**config.mk**
```make
export PLATFORM = sky130hd
export DESIGN_NAME = zbuf_depth_ctrl
export DESIGN_NICKNAME = d
export VERILOG_FILES = /design/src/rtl/zbuf_depth_ctrl.sv
export SDC_FILE = /design/constraint.sdc
export NUM_CORES = 1
export LEC_CHECK = 0
export CAP_MARGIN = 10
export CORE_ASPECT_RATIO = 1.5
export CORE_MARGIN = 2
export CORE_UTILIZATION = 40
export DETAILED_ROUTE_END_ITERATION = 8
export HOLD_SLACK_MARGIN = 0.03
export PLACE_DENSITY_LB_ADDON = 0.12
export SYNTH_ARGS = -nofsm -noshare
export SYNTH_HDL_FRONTEND = slang
export SYNTH_SLANG_ARGS = --single-unit
```
**constraint.sdc**
```tcl
create_clock -name clk -period 2.2 [get_ports clk]
set_input_delay 0.55 -clock clk [delete_from_list [all_inputs] [get_ports clk]]
set_output_delay 0.55 -clock clk [all_outputs]
set_load 0.02 [all_outputs]
```
**src/rtl/zbuf_depth_ctrl.sv**
```systemverilog
// Z-buffer depth-test controller: serialised read / compare / conditional write of
// fragments against an external depth RAM, plus a full-surface clear sequencer.
module zbuf_depth_ctrl #(
    parameter int unsigned            ADDR_WIDTH  = 16,
    parameter int unsigned            Z_WIDTH     = 16,
    parameter int unsigned            COLOR_WIDTH = 8,
    parameter logic [COLOR_WIDTH-1:0] CLEAR_COLOR = '0
) (
    input  logic                   clk,
    input  logic                   rst_n,

    input  logic                   frag_valid,
    output logic                   frag_ready,
    input  logic [ADDR_WIDTH-1:0]  frag_addr,
    input  logic [Z_WIDTH-1:0]     frag_z,
    input  logic [COLOR_WIDTH-1:0] frag_color,

    input  logic                   clear_start,
    output logic                   clear_busy,
    output logic                   clear_done,

    output logic [ADDR_WIDTH-1:0]  zram_read_addr,
    input  logic [Z_WIDTH-1:0]     zram_q,

    output logic [ADDR_WIDTH-1:0]  zram_write_addr,
    output logic [Z_WIDTH-1:0]     zram_data,
    output logic                   zram_we,

    output logic [ADDR_WIDTH-1:0]  cram_write_addr,
    output logic [COLOR_WIDTH-1:0] cram_data,
    output logic                   cram_we,

    output logic [31:0]            pass_cnt,
    output logic [31:0]            fail_cnt
);

    localparam int unsigned CNT_WIDTH = 32;
    localparam logic [ADDR_WIDTH-1:0] LAST_ADDR = '1;
    localparam logic [CNT_WIDTH-1:0]  CNT_MAX   = '1;

    typedef enum logic [2:0] {
        IDLE  = 3'd0,
        CLEAR = 3'd1,
        RD    = 3'd2,
        CMP   = 3'd3,
        WR    = 3'd4
    } state_t;

    typedef struct packed {
        logic [ADDR_WIDTH-1:0]  addr;
        logic [Z_WIDTH-1:0]     z;
        logic [COLOR_WIDTH-1:0] color;
    } frag_t;

    state_t state;
    state_t state_next;

    frag_t                  frag_q;
    frag_t                  frag_next;
    logic [ADDR_WIDTH-1:0]  clr_cnt;
    logic [ADDR_WIDTH-1:0]  clr_cnt_next;

    logic [ADDR_WIDTH-1:0]  read_addr_next;
    logic [ADDR_WIDTH-1:0]  write_addr_next;
    logic [Z_WIDTH-1:0]     zram_data_next;
    logic [COLOR_WIDTH-1:0] cram_data_next;
    logic                   we_next;
    logic                   busy_next;
    logic                   done_next;
    logic [CNT_WIDTH-1:0]   pass_cnt_next;
    logic [CNT_WIDTH-1:0]   fail_cnt_next;

    logic                   accept;

    // Clear has priority over fragments; nothing is accepted while in reset.
    assign frag_ready = rst_n && (state == IDLE) && !clear_start;
    assign accept     = frag_valid && frag_ready;

    always_ff @(posedge clk or negedge rst_n) begin
        if (!rst_n) begin
            state <= IDLE;
        end else begin
            state <= state_next;
        end
    end

    always_comb begin
        state_next = state;
        case (state)
            IDLE: begin
                if (clear_start) begin
                    state_next = CLEAR;
                end else if (accept) begin
                    state_next = RD;
                end
            end
            CLEAR: begin
                if (clr_cnt == LAST_ADDR) begin
                    state_next = IDLE;
                end
            end
            RD:      state_next = CMP;
            CMP:     state_next = WR;
            WR:      state_next = IDLE;
            default: state_next = IDLE;
        endcase
    end

    // Next values of every registered output and internal datapath register.
    always_comb begin
        frag_next       = frag_q;
        clr_cnt_next    = clr_cnt;
        read_addr_next  = zram_read_addr;
        write_addr_next = zram_write_addr;
        zram_data_next  = zram_data;
        cram_data_next  = cram_data;
        we_next         = 1'b0;
        busy_next       = 1'b0;
        done_next       = 1'b0;
        pass_cnt_next   = pass_cnt;
        fail_cnt_next   = fail_cnt;

        case (state)
            IDLE: begin
                if (clear_start) begin
                    clr_cnt_next    = '0;
                    write_addr_next = '0;
                    zram_data_next  = '1;
                    cram_data_next  = CLEAR_COLOR;
                    we_next         = 1'b1;
                    busy_next       = 1'b1;
                    pass_cnt_next   = '0;
                    fail_cnt_next   = '0;
                end else if (accept) begin
                    frag_next.addr  = frag_addr;
                    frag_next.z     = frag_z;
                    frag_next.color = frag_color;
                    read_addr_next  = frag_addr;
                end
            end
            CLEAR: begin
                // Counter tracks the address on the write port this cycle and wraps to 0 on exit.
                clr_cnt_next = clr_cnt + ADDR_WIDTH'(1);
                if (clr_cnt != LAST_ADDR) begin
                    write_addr_next = clr_cnt_next;
                    zram_data_next  = '1;
                    cram_data_next  = CLEAR_COLOR;
                    we_next         = 1'b1;
                    busy_next       = 1'b1;
                    done_next       = (clr_cnt_next == LAST_ADDR);
                end
            end
            CMP: begin
                we_next         = (frag_q.z < zram_q);
                write_addr_next = frag_q.addr;
                zram_data_next  = frag_q.z;
                cram_data_next  = frag_q.color;
            end
            WR: begin
                // The write enable held during WR is the depth-test result.
                if (zram_we) begin
                    if (pass_cnt != CNT_MAX) begin
                        pass_cnt_next = pass_cnt + CNT_WIDTH'(1);
                    end
                end else begin
                    if (fail_cnt != CNT_MAX) begin
                        fail_cnt_next = fail_cnt + CNT_WIDTH'(1);
                    end
                end
            end
            default: begin
            end
        endcase
    end

    always_ff @(posedge clk or negedge rst_n) begin
        if (!rst_n) begin
            frag_q          <= '0;
            clr_cnt         <= '0;
            zram_read_addr  <= '0;
            zram_write_addr <= '0;
            cram_write_addr <= '0;
            zram_data       <= '0;
            cram_data       <= '0;
            zram_we         <= 1'b0;
            cram_we         <= 1'b0;
            clear_busy      <= 1'b0;
            clear_done      <= 1'b0;
            pass_cnt        <= '0;
            fail_cnt        <= '0;
        end else begin
            frag_q          <= frag_next;
            clr_cnt         <= clr_cnt_next;
            zram_read_addr  <= read_addr_next;
            zram_write_addr <= write_addr_next;
            cram_write_addr <= write_addr_next;
            zram_data       <= zram_data_next;
            cram_data       <= cram_data_next;
            zram_we         <= we_next;
            cram_we         <= we_next;
            clear_busy      <= busy_next;
            clear_done      <= done_next;
            pass_cnt        <= pass_cnt_next;
            fail_cnt        <= fail_cnt_next;
        end
    end

endmodule
```
==> results.rst, run 1 <==
.. list-table::
   :header-rows: 1

   * - Metric
     - Value
   * - CTS Root Cell
     - clkbuf_16
   * - Critical path, cell by cell
     - a211o_1 > or2_4 > or4_4 > o311ai_2 > o41ai_1
   * - H-tree lvl count
     - 4
   * - Leak pwr
     - ~5.2 nW
   * - Initial core utilization
     - around two fifths
   * - Worst slew margin relative to its limit
     - approximately two fifths
   * - Antenna Nets Post-Route
     - 0
   * - Worst Path Arrival
     - 2.49 ns
   * - Highest attainable clock frequency
     - 455 MHz
   * - Hold-fix buffer count after cts
     - 0
   * - Maximum capacitance violations
     - 0
   * - Area taken by multi-input logic gates
     - approximately 4000 sq um
   * - Power per unit of standard cell area
     - slightly below 800 nW/um^2
   * - Overflow after GRT
     - 0
   * - Share of synthesized registers carrying an async set or reset
     - between 90% and 100%
   * - Violation count after the first detailed-routing iteration
     - between 300 and 400
   * - Final critical path time including I/O delays and setup
     - between 2 and 2.5 ns
   * - Top_reg_cell synth
     - dfrtp_1
   * - Type of origin of the critical path
     - register
   * - Inserted Diodes
     - 0
   * - Largest incremental delay on the critical path
     - approximately 0.57 ns
   * - Final-report setup violation count
     - 0
   * - Pin count of the biggest net entering global routing
     - roughly 140
   * - CTS Buf Count
     - 17
   * - Final Skew
     - between 0.01 and 0.015 ns
   * - Final standard cell area without fillers
     - 12,300 sq um
   * - Floorplan core area
     - 21,100 sq um
   * - Crit Path Category
     - register to register
   * - Final count of pins violating max slew
     - 0
   * - Crit path max-delay cell type
     - or4_4
   * - Chip height
     - about 180 microns
   * - Library cells used by synthesis
     - 67
   * - Yosys synthesis warning count
     - 0
   * - Port Buffers
     - 200
   * - Final wirelength
     - about 25,000 microns
   * - Clock latency of the later-clocked register in the worst-skew pair
     - 0.44 ns
   * - Maximum fanout along the worst path
     - 6
   * - Number of global-route vias before repair
     - 7,645
   * - Netlist Area Pre-Place
     - approximately 8600 sq um
   * - Flop and latch count out of synthesis
     - roughly 170
   * - Tightest Pin Transition
     - approximately 0.9 ns
   * - Num Clock Sinks
     - around 170
   * - Post-detailed-route via-to-cell ratio
     - around 5.4
   * - Vias
     - 7,677
   * - Gp weighted congestion
     - between 0.8 and 0.9
   * - Total power of the final layout
     - between 0.009 and 0.01 W
   * - Filler cell count in the final layout
     - 1,896
   * - Period utilization
     - ~100%
   * - Final hold vios
     - 0
   * - Layout area overhead
     - 42.2%
   * - Cell Rows
     - 65
   * - Wire length of the first global-routing pass
     - 38,800 microns
   * - Count of TritonRoute iterations in the first routing pass
     - 4
   * - Register cell area after layout
     - 4160 sq um
   * - Unrepaired setup endpoints after global routing
     - true
   * - Synthesized Nets
     - 940
   * - CP endpoint kind
     - register
   * - Nets
     - ~1.2k
   * - Post-detailed-route DRC marker count
     - 0
   * - Number of enable-type register cells in the synthesized netlist
     - 0
   * - Critical path data required time
     - 2.49 ns
   * - Share of cells above drive strength 1
     - roughly 22%
   * - Die Footprint
     - roughly 23,000 sq um
   * - DP HPWL
     - between 15,000 and 20,000 microns
   * - Worst vdd ir
     - about 0.00067 V
   * - Cells after Synth
     - 861
   * - X dimension of the die
     - 124 microns
   * - Worst Hold Class
     - primary input to asynchronous set/reset pin
   * - Setup TNS Final
     - 0 ns
   * - Part of the Yosys area used for sequential elements
     - roughly 48%
   * - Top-level I/O count
     - 201
   * - Placement Cell Area
     - between 10,000 and 15,000 sq um
   * - Mean instance size in the synthesized netlist
     - 10.0 sq um
   * - Avg WL per Cell
     - roughly 17 microns
   * - CTS clock-pin slew for the worst setup and hold paths
     - approximately 0.07 ns
   * - CTS tree
     - built
   * - Number of buffers on the longest clock path
     - 2
   * - GRT Resource Usage Total
     - between 20% and 30%
   * - Number of antenna violations at the first check in global routing
     - 0
   * - Result of the run
     - complete, no violations
==> repair_timing <==
action                                 CTS  global route
setup endpoints to repair                3            38
gates cloned                             0             1
endpoints found under the hold margin    0             0
gates resized for setup                  6            22
buffers inserted                         0             6
pin swaps                                1             7
==> cell type report <==
| class | count | share of cell area, % |
|---|---|---|
| tap | 268 | 2.73 |
| sequential | 166 | 33.9 |
| clock buffer | 21 | 3.75 |
| inverter | 31 | 0.948 |
| timing repair buffer | 330 | 25.1 |
| multi-input combinational | 585 | 32.9 |
| clock inverter | 9 | 0.653 |
==> path summary, 6_finish.rpt <==
check / from / end / slack, ns / depth (start not counted)
worst max-delay path: state[2] / fail_cnt[17] / 0.0002 / 5
worst min-delay path: rst_n / pass_cnt[22] / 0.14 / 2
worst max register to register: state[2] / fail_cnt[17] / 0.0002 / 5
worst min register to register: zram_data[2] / zram_data[2] / 0.49 / 1
max in group asynchronous: rst_n / frag_q[19] / 1.16 / 3
min in group clk: zram_data[2] / zram_data[2] / 0.49 / 1
==> synth_stat cells, drive strengths merged (27+ instances only) <==
| library cell | instances | share of area [%] |
|---|---|---|
| inv | 31 | 1.3 |
| o21ai | 45 | 2.6 |
| a21oi | 56 | 3.2 |
| nor2 | 44 | 1.9 |
| buf | 53 | 4.0 |
| dfrtp | 166 | 48 |
| nand2 | 69 | 3.0 |
| clkbuf | 27 | 1.2 |
| or4 | 27 | 2.3 |
| nand3 | 41 | 2.4 |
| or3 | 29 | 2.2 |
| mux2 | 42 | 5.5 |
==> routing by layer <==
| layer | vias up | part of all wire, % | global-route usage (%) | wire length (microns) |
|---|---|---|---|---|
| met5 | - | 0 | 0 | 0 |
| met4 | 0 | 2.2 | 7.73 | 529 |
| met3 | 36 | 4.1 | 4.40 | 998 |
| met2 | 168 | 55 | 40.5 | 13400 |
| met1 | 3786 | 39 | 24.4 | 9580 |
| li1 | 3687 | - | - | - |
==> stage by stage <==
stage / hold WS (ns) / utilization, % / std cells / setup slack [ns]
finish: 0.145 / 58.0 / 1410 / 0.000214
global route: 0.264 / 58.0 / 1410 / -0.0532
CTS: 0.280 / 57.4 / 1403 / 0.0151
detailed placement: 0.480 / 54.8 / 1373 / -0.417
global placement: 0.471 / 54.8 / 1373 / -0.396
floorplan: 0.254 / - / 861 / 0.00315
==> worst max-delay path, delay by kind of cell, from the launching register on <==
family,cells,cell delay [ns]
flip-flops,1,0.45
AND/OR/NAND/NOR,2,0.84
AO/OA/AOI/OAI,3,0.76
==> state kept, by name, summed over array words and instances (netlist names) <==
signal,flops
frag_q,40
fail_cnt,32
pass_cnt,32
clr_cnt,16
cram_write_addr,16
zram_data,16
cram_data,8
state,3
clear_busy,1
clear_done,1
cram_we,1
==> cells in the final DEF, fill, tap and decap left out, types with 5 or more instances in the layout <==
cell	netlist	routed
a211oi_1	5	5
a21o_1	13	13
a21oi_1	56	55
a221o_1	5	5
a22o_1	8	8
and3_1	12	12
and4_1	6	5
buf_12	0	8
buf_4	34	122
clkbuf_16	0	17
clkdlybuf4s50_1	0	198
dfrtp_1	166	159
dfrtp_2	0	7
ha_1	19	18
inv_1	30	30
mux2_2	42	42
nand2_1	69	68
nand2b_1	6	5
nand3_1	41	41
nand4_1	19	19
nor2_1	44	44
nor3_1	9	7
nor4_2	3	7
o211ai_1	8	8
o21ai_0	45	45
o22a_1	16	16
o31ai_1	20	20
or2_2	5	5
or3_1	27	27
or4_1	27	22
or4_4	0	5
xnor2_1	5	5
xor2_1	9	9
==> power breakdown <==
part | internal (W) | switching, W | total, W
combinational | 0.00138 | 0.00131 | 0.00268
clock | 0.00160 | 0.00124 | 0.00284
sequential | 0.00355 | 0.000427 | 0.00398
==> cells by family after synthesis <==
logic type | share of synthesized area [%]
AO/OA/AOI/OAI | 16.6
adder cells (fa/ha/maj) | 2.75
XOR/XNOR | 1.42
flip-flops | 48.1
AND/OR/NAND/NOR | 18.7
buffers and inverters | 6.55
multiplexers | 5.83
Power figures use the tool's default switching activity.
==> run 2, diff against run 1 <==
--- a/config.mk
+++ b/config.mk
@@ -12,6 +12,8 @@
 export DETAILED_ROUTE_END_ITERATION = 8
 export HOLD_SLACK_MARGIN = 0.03
 export PLACE_DENSITY_LB_ADDON = 0.12
+export SETUP_SLACK_MARGIN = 0.3
+export SLEW_MARGIN = 20
 export SYNTH_ARGS = -nofsm -noshare
 export SYNTH_HDL_FRONTEND = slang
 export SYNTH_SLANG_ARGS = --single-unit
==> results.rst, run 2 (synthesis results as in run 1) <==
.. list-table::
   :header-rows: 1

   * - Metric
     - Value
   * - Violation count after the first detailed-routing iteration
     - 313
   * - Total power of the final layout
     - 0.0101 W
   * - Period utilization
     - 96.8%
   * - Final count of pins violating max slew
     - 0
   * - Pin count of the biggest net entering global routing
     - 101
   * - Nets
     - roughly 1.3k
   * - Final Skew
     - about 0.011 ns
   * - Cell Rows
     - between 60 and 70
   * - X dimension of the die
     - about 120 microns
   * - Worst slew margin relative to its limit
     - about 40%
   * - Inserted Diodes
     - 0
   * - Leak pwr
     - slightly above 6 nW
   * - Largest registers
     - frag_q x40, fail_cnt x32, pass_cnt x32
   * - Largest register by flop count
     - frag_q
   * - Vias
     - about 8.1k
   * - Filler cell count in the final layout
     - roughly 1.8k
   * - Type of origin of the critical path
     - register
   * - Number of global-route vias before repair
     - roughly 8.2k
   * - Hold-fix buffer count after cts
     - 0
   * - Most frequent standard cell in the layout excluding fill and tap cells
     - buf_4
   * - Avg WL per Cell
     - roughly 18 microns
   * - Final-report setup violation count
     - 0
   * - Gp weighted congestion
     - about 0.85
   * - Maximum capacitance violations
     - 0
   * - CTS tree
     - built
   * - Count of TritonRoute iterations in the first routing pass
     - 7
   * - Number of antenna violations at the first check in global routing
     - 0
   * - Worst Path Arrival
     - roughly 2.4 ns
   * - Final wirelength
     - ~27,000 microns
   * - Setup TNS Final
     - 0 ns
   * - Post-detailed-route via-to-cell ratio
     - roughly 5.5
   * - CTS Root Cell
     - clkbuf_16
   * - Final hold vios
     - 0
   * - Highest-count cells in the layout ignoring fill and taps
     - buf_4, dlygate4sd2_1, dfrtp_1, nand2_1, clkdlybuf4s50_1
   * - Wire length of the first global-routing pass
     - 41,300 microns
   * - Final critical path time including I/O delays and setup
     - around 2.1 ns
   * - Num Clock Sinks
     - 166
   * - Post-detailed-route DRC marker count
     - 0
   * - Max FFs per register
     - 40
   * - Post-layout worst setup margin
     - roughly 0.07 ns
   * - DP HPWL
     - 17,800 microns
   * - Clock latency of the later-clocked register in the worst-skew pair
     - roughly 0.44 ns
   * - Post-place setup slack
     - -0.359 ns
   * - Result of the run
     - complete, no violations
   * - Placement Cell Area
     - around 12,000 sq um
   * - Power per unit of standard cell area
     - about 750 nW/um^2
   * - Maximum fanout along the worst path
     - 4
   * - Top-level I/O count
     - about 200
   * - Overflow after GRT
     - 0
   * - CP endpoint kind
     - register
   * - Final standard cell area without fillers
     - 13,500 sq um
   * - Worst vdd ir
     - roughly 0.00065 V
   * - Tightest Pin Transition
     - between 0.8 and 0.9 ns
   * - Unrepaired setup endpoints after global routing
     - true
   * - Initial core utilization
     - 40.8%
   * - Die Footprint
     - roughly 23,000 sq um
   * - CTS clock-pin slew for the worst setup and hold paths
     - approximately 0.070 ns
   * - Chip height
     - 184 microns
   * - End-of-flow core utilization
     - roughly 64%
   * - Crit Path Category
     - register to register
   * - Share of cells above drive strength 1
     - a little under two fifths
   * - Floorplan core area
     - 21,100 sq um
   * - GRT Resource Usage Total
     - between 20% and 30%
   * - Critical path data required time
     - ~2.5 ns
   * - Port Buffers
     - 200
   * - H-tree lvl count
     - 4
   * - CTS Buf Count
     - 17
   * - Number of buffers on the longest clock path
     - 2
   * - Worst Hold Class
     - primary input to asynchronous set/reset pin
   * - Highest attainable clock frequency
     - 469 MHz
   * - Layout area overhead
     - 56.4%
   * - Antenna Nets Post-Route
     - 0
run 2: where the power goes:
group          switching [W]  internal [W]
clock                0.00129       0.00184
sequential          0.000444       0.00356
combinational        0.00151       0.00147
run 2: worst max-delay path, stage by stage (launching register included):
cell and delay (ns):
dfrtp_2 0.43, a211o_1 0.38, or2_4 0.28, or4_4 0.56, o311ai_4 0.24, o41ai_1 0.11
run 2: layer usage:
| layer | wire length (microns) | part of all wire, % | vias to the layer above | GRT usage (%) |
|---|---|---|---|---|
| met5 | 0 | 0 | - | 0 |
| met1 | 10300 | 38 | 4043 | 25.7 |
| met3 | 1110 | 4.1 | 51 | 4.68 |
| met4 | 746 | 2.8 | 0 | 8.94 |
| li1 | - | - | 3824 | - |
| met2 | 14700 | 55 | 205 | 43.0 |
run 2: cell type report:
| type | count | area, sq um | share of cell area, % |
|---|---|---|---|
| Timing Repair Buffer | 397 | 3550 | 26.3 |
| Sequential cell | 166 | 4210 | 31.2 |
| Clock buffer | 20 | 457 | 3.38 |
| Inverter | 31 | 119 | 0.881 |
| Tap cell | 268 | 335 | 2.48 |
| Multi-Input combinational cell | 585 | 4680 | 34.6 |
| Clock inverter | 12 | 151 | 1.12 |
run 2: path summary, 6_finish.rpt:
kind | from | to | slack [ns] | depth (start not counted)
worst max register to register | cram_we | fail_cnt[17] | 0.07 | 5
min in group clk | frag_q[0] | cram_data[0] | 0.49 | 1
worst min-delay path | rst_n | pass_cnt[3] | 0.16 | 2
worst min register to register | frag_q[0] | cram_data[0] | 0.49 | 1
worst max-delay path | cram_we | fail_cnt[17] | 0.07 | 5
max in group asynchronous | rst_n | fail_cnt[6] | 1.19 | 2
run 2: repair_timing:
action	4_1_cts	5_1_grt
pin swaps	47	76
buffers inserted	43	34
endpoints found under the setup margin	229	134
resized for setup	209	170
gates cloned	5	3
run 2: through the flow:
| stage | hold slack, ns | cells |
|---|---|---|
| 6_report | 0.165 | 1479 |
| 4_1_cts | 0.210 | 1442 |
| 3_3_place_gp | 0.470 | 1362 |
| 5_1_grt | 0.212 | 1479 |
| 3_5_place_dp | 0.476 | 1362 |
| 2_1_floorplan | 0.254 | 861 |
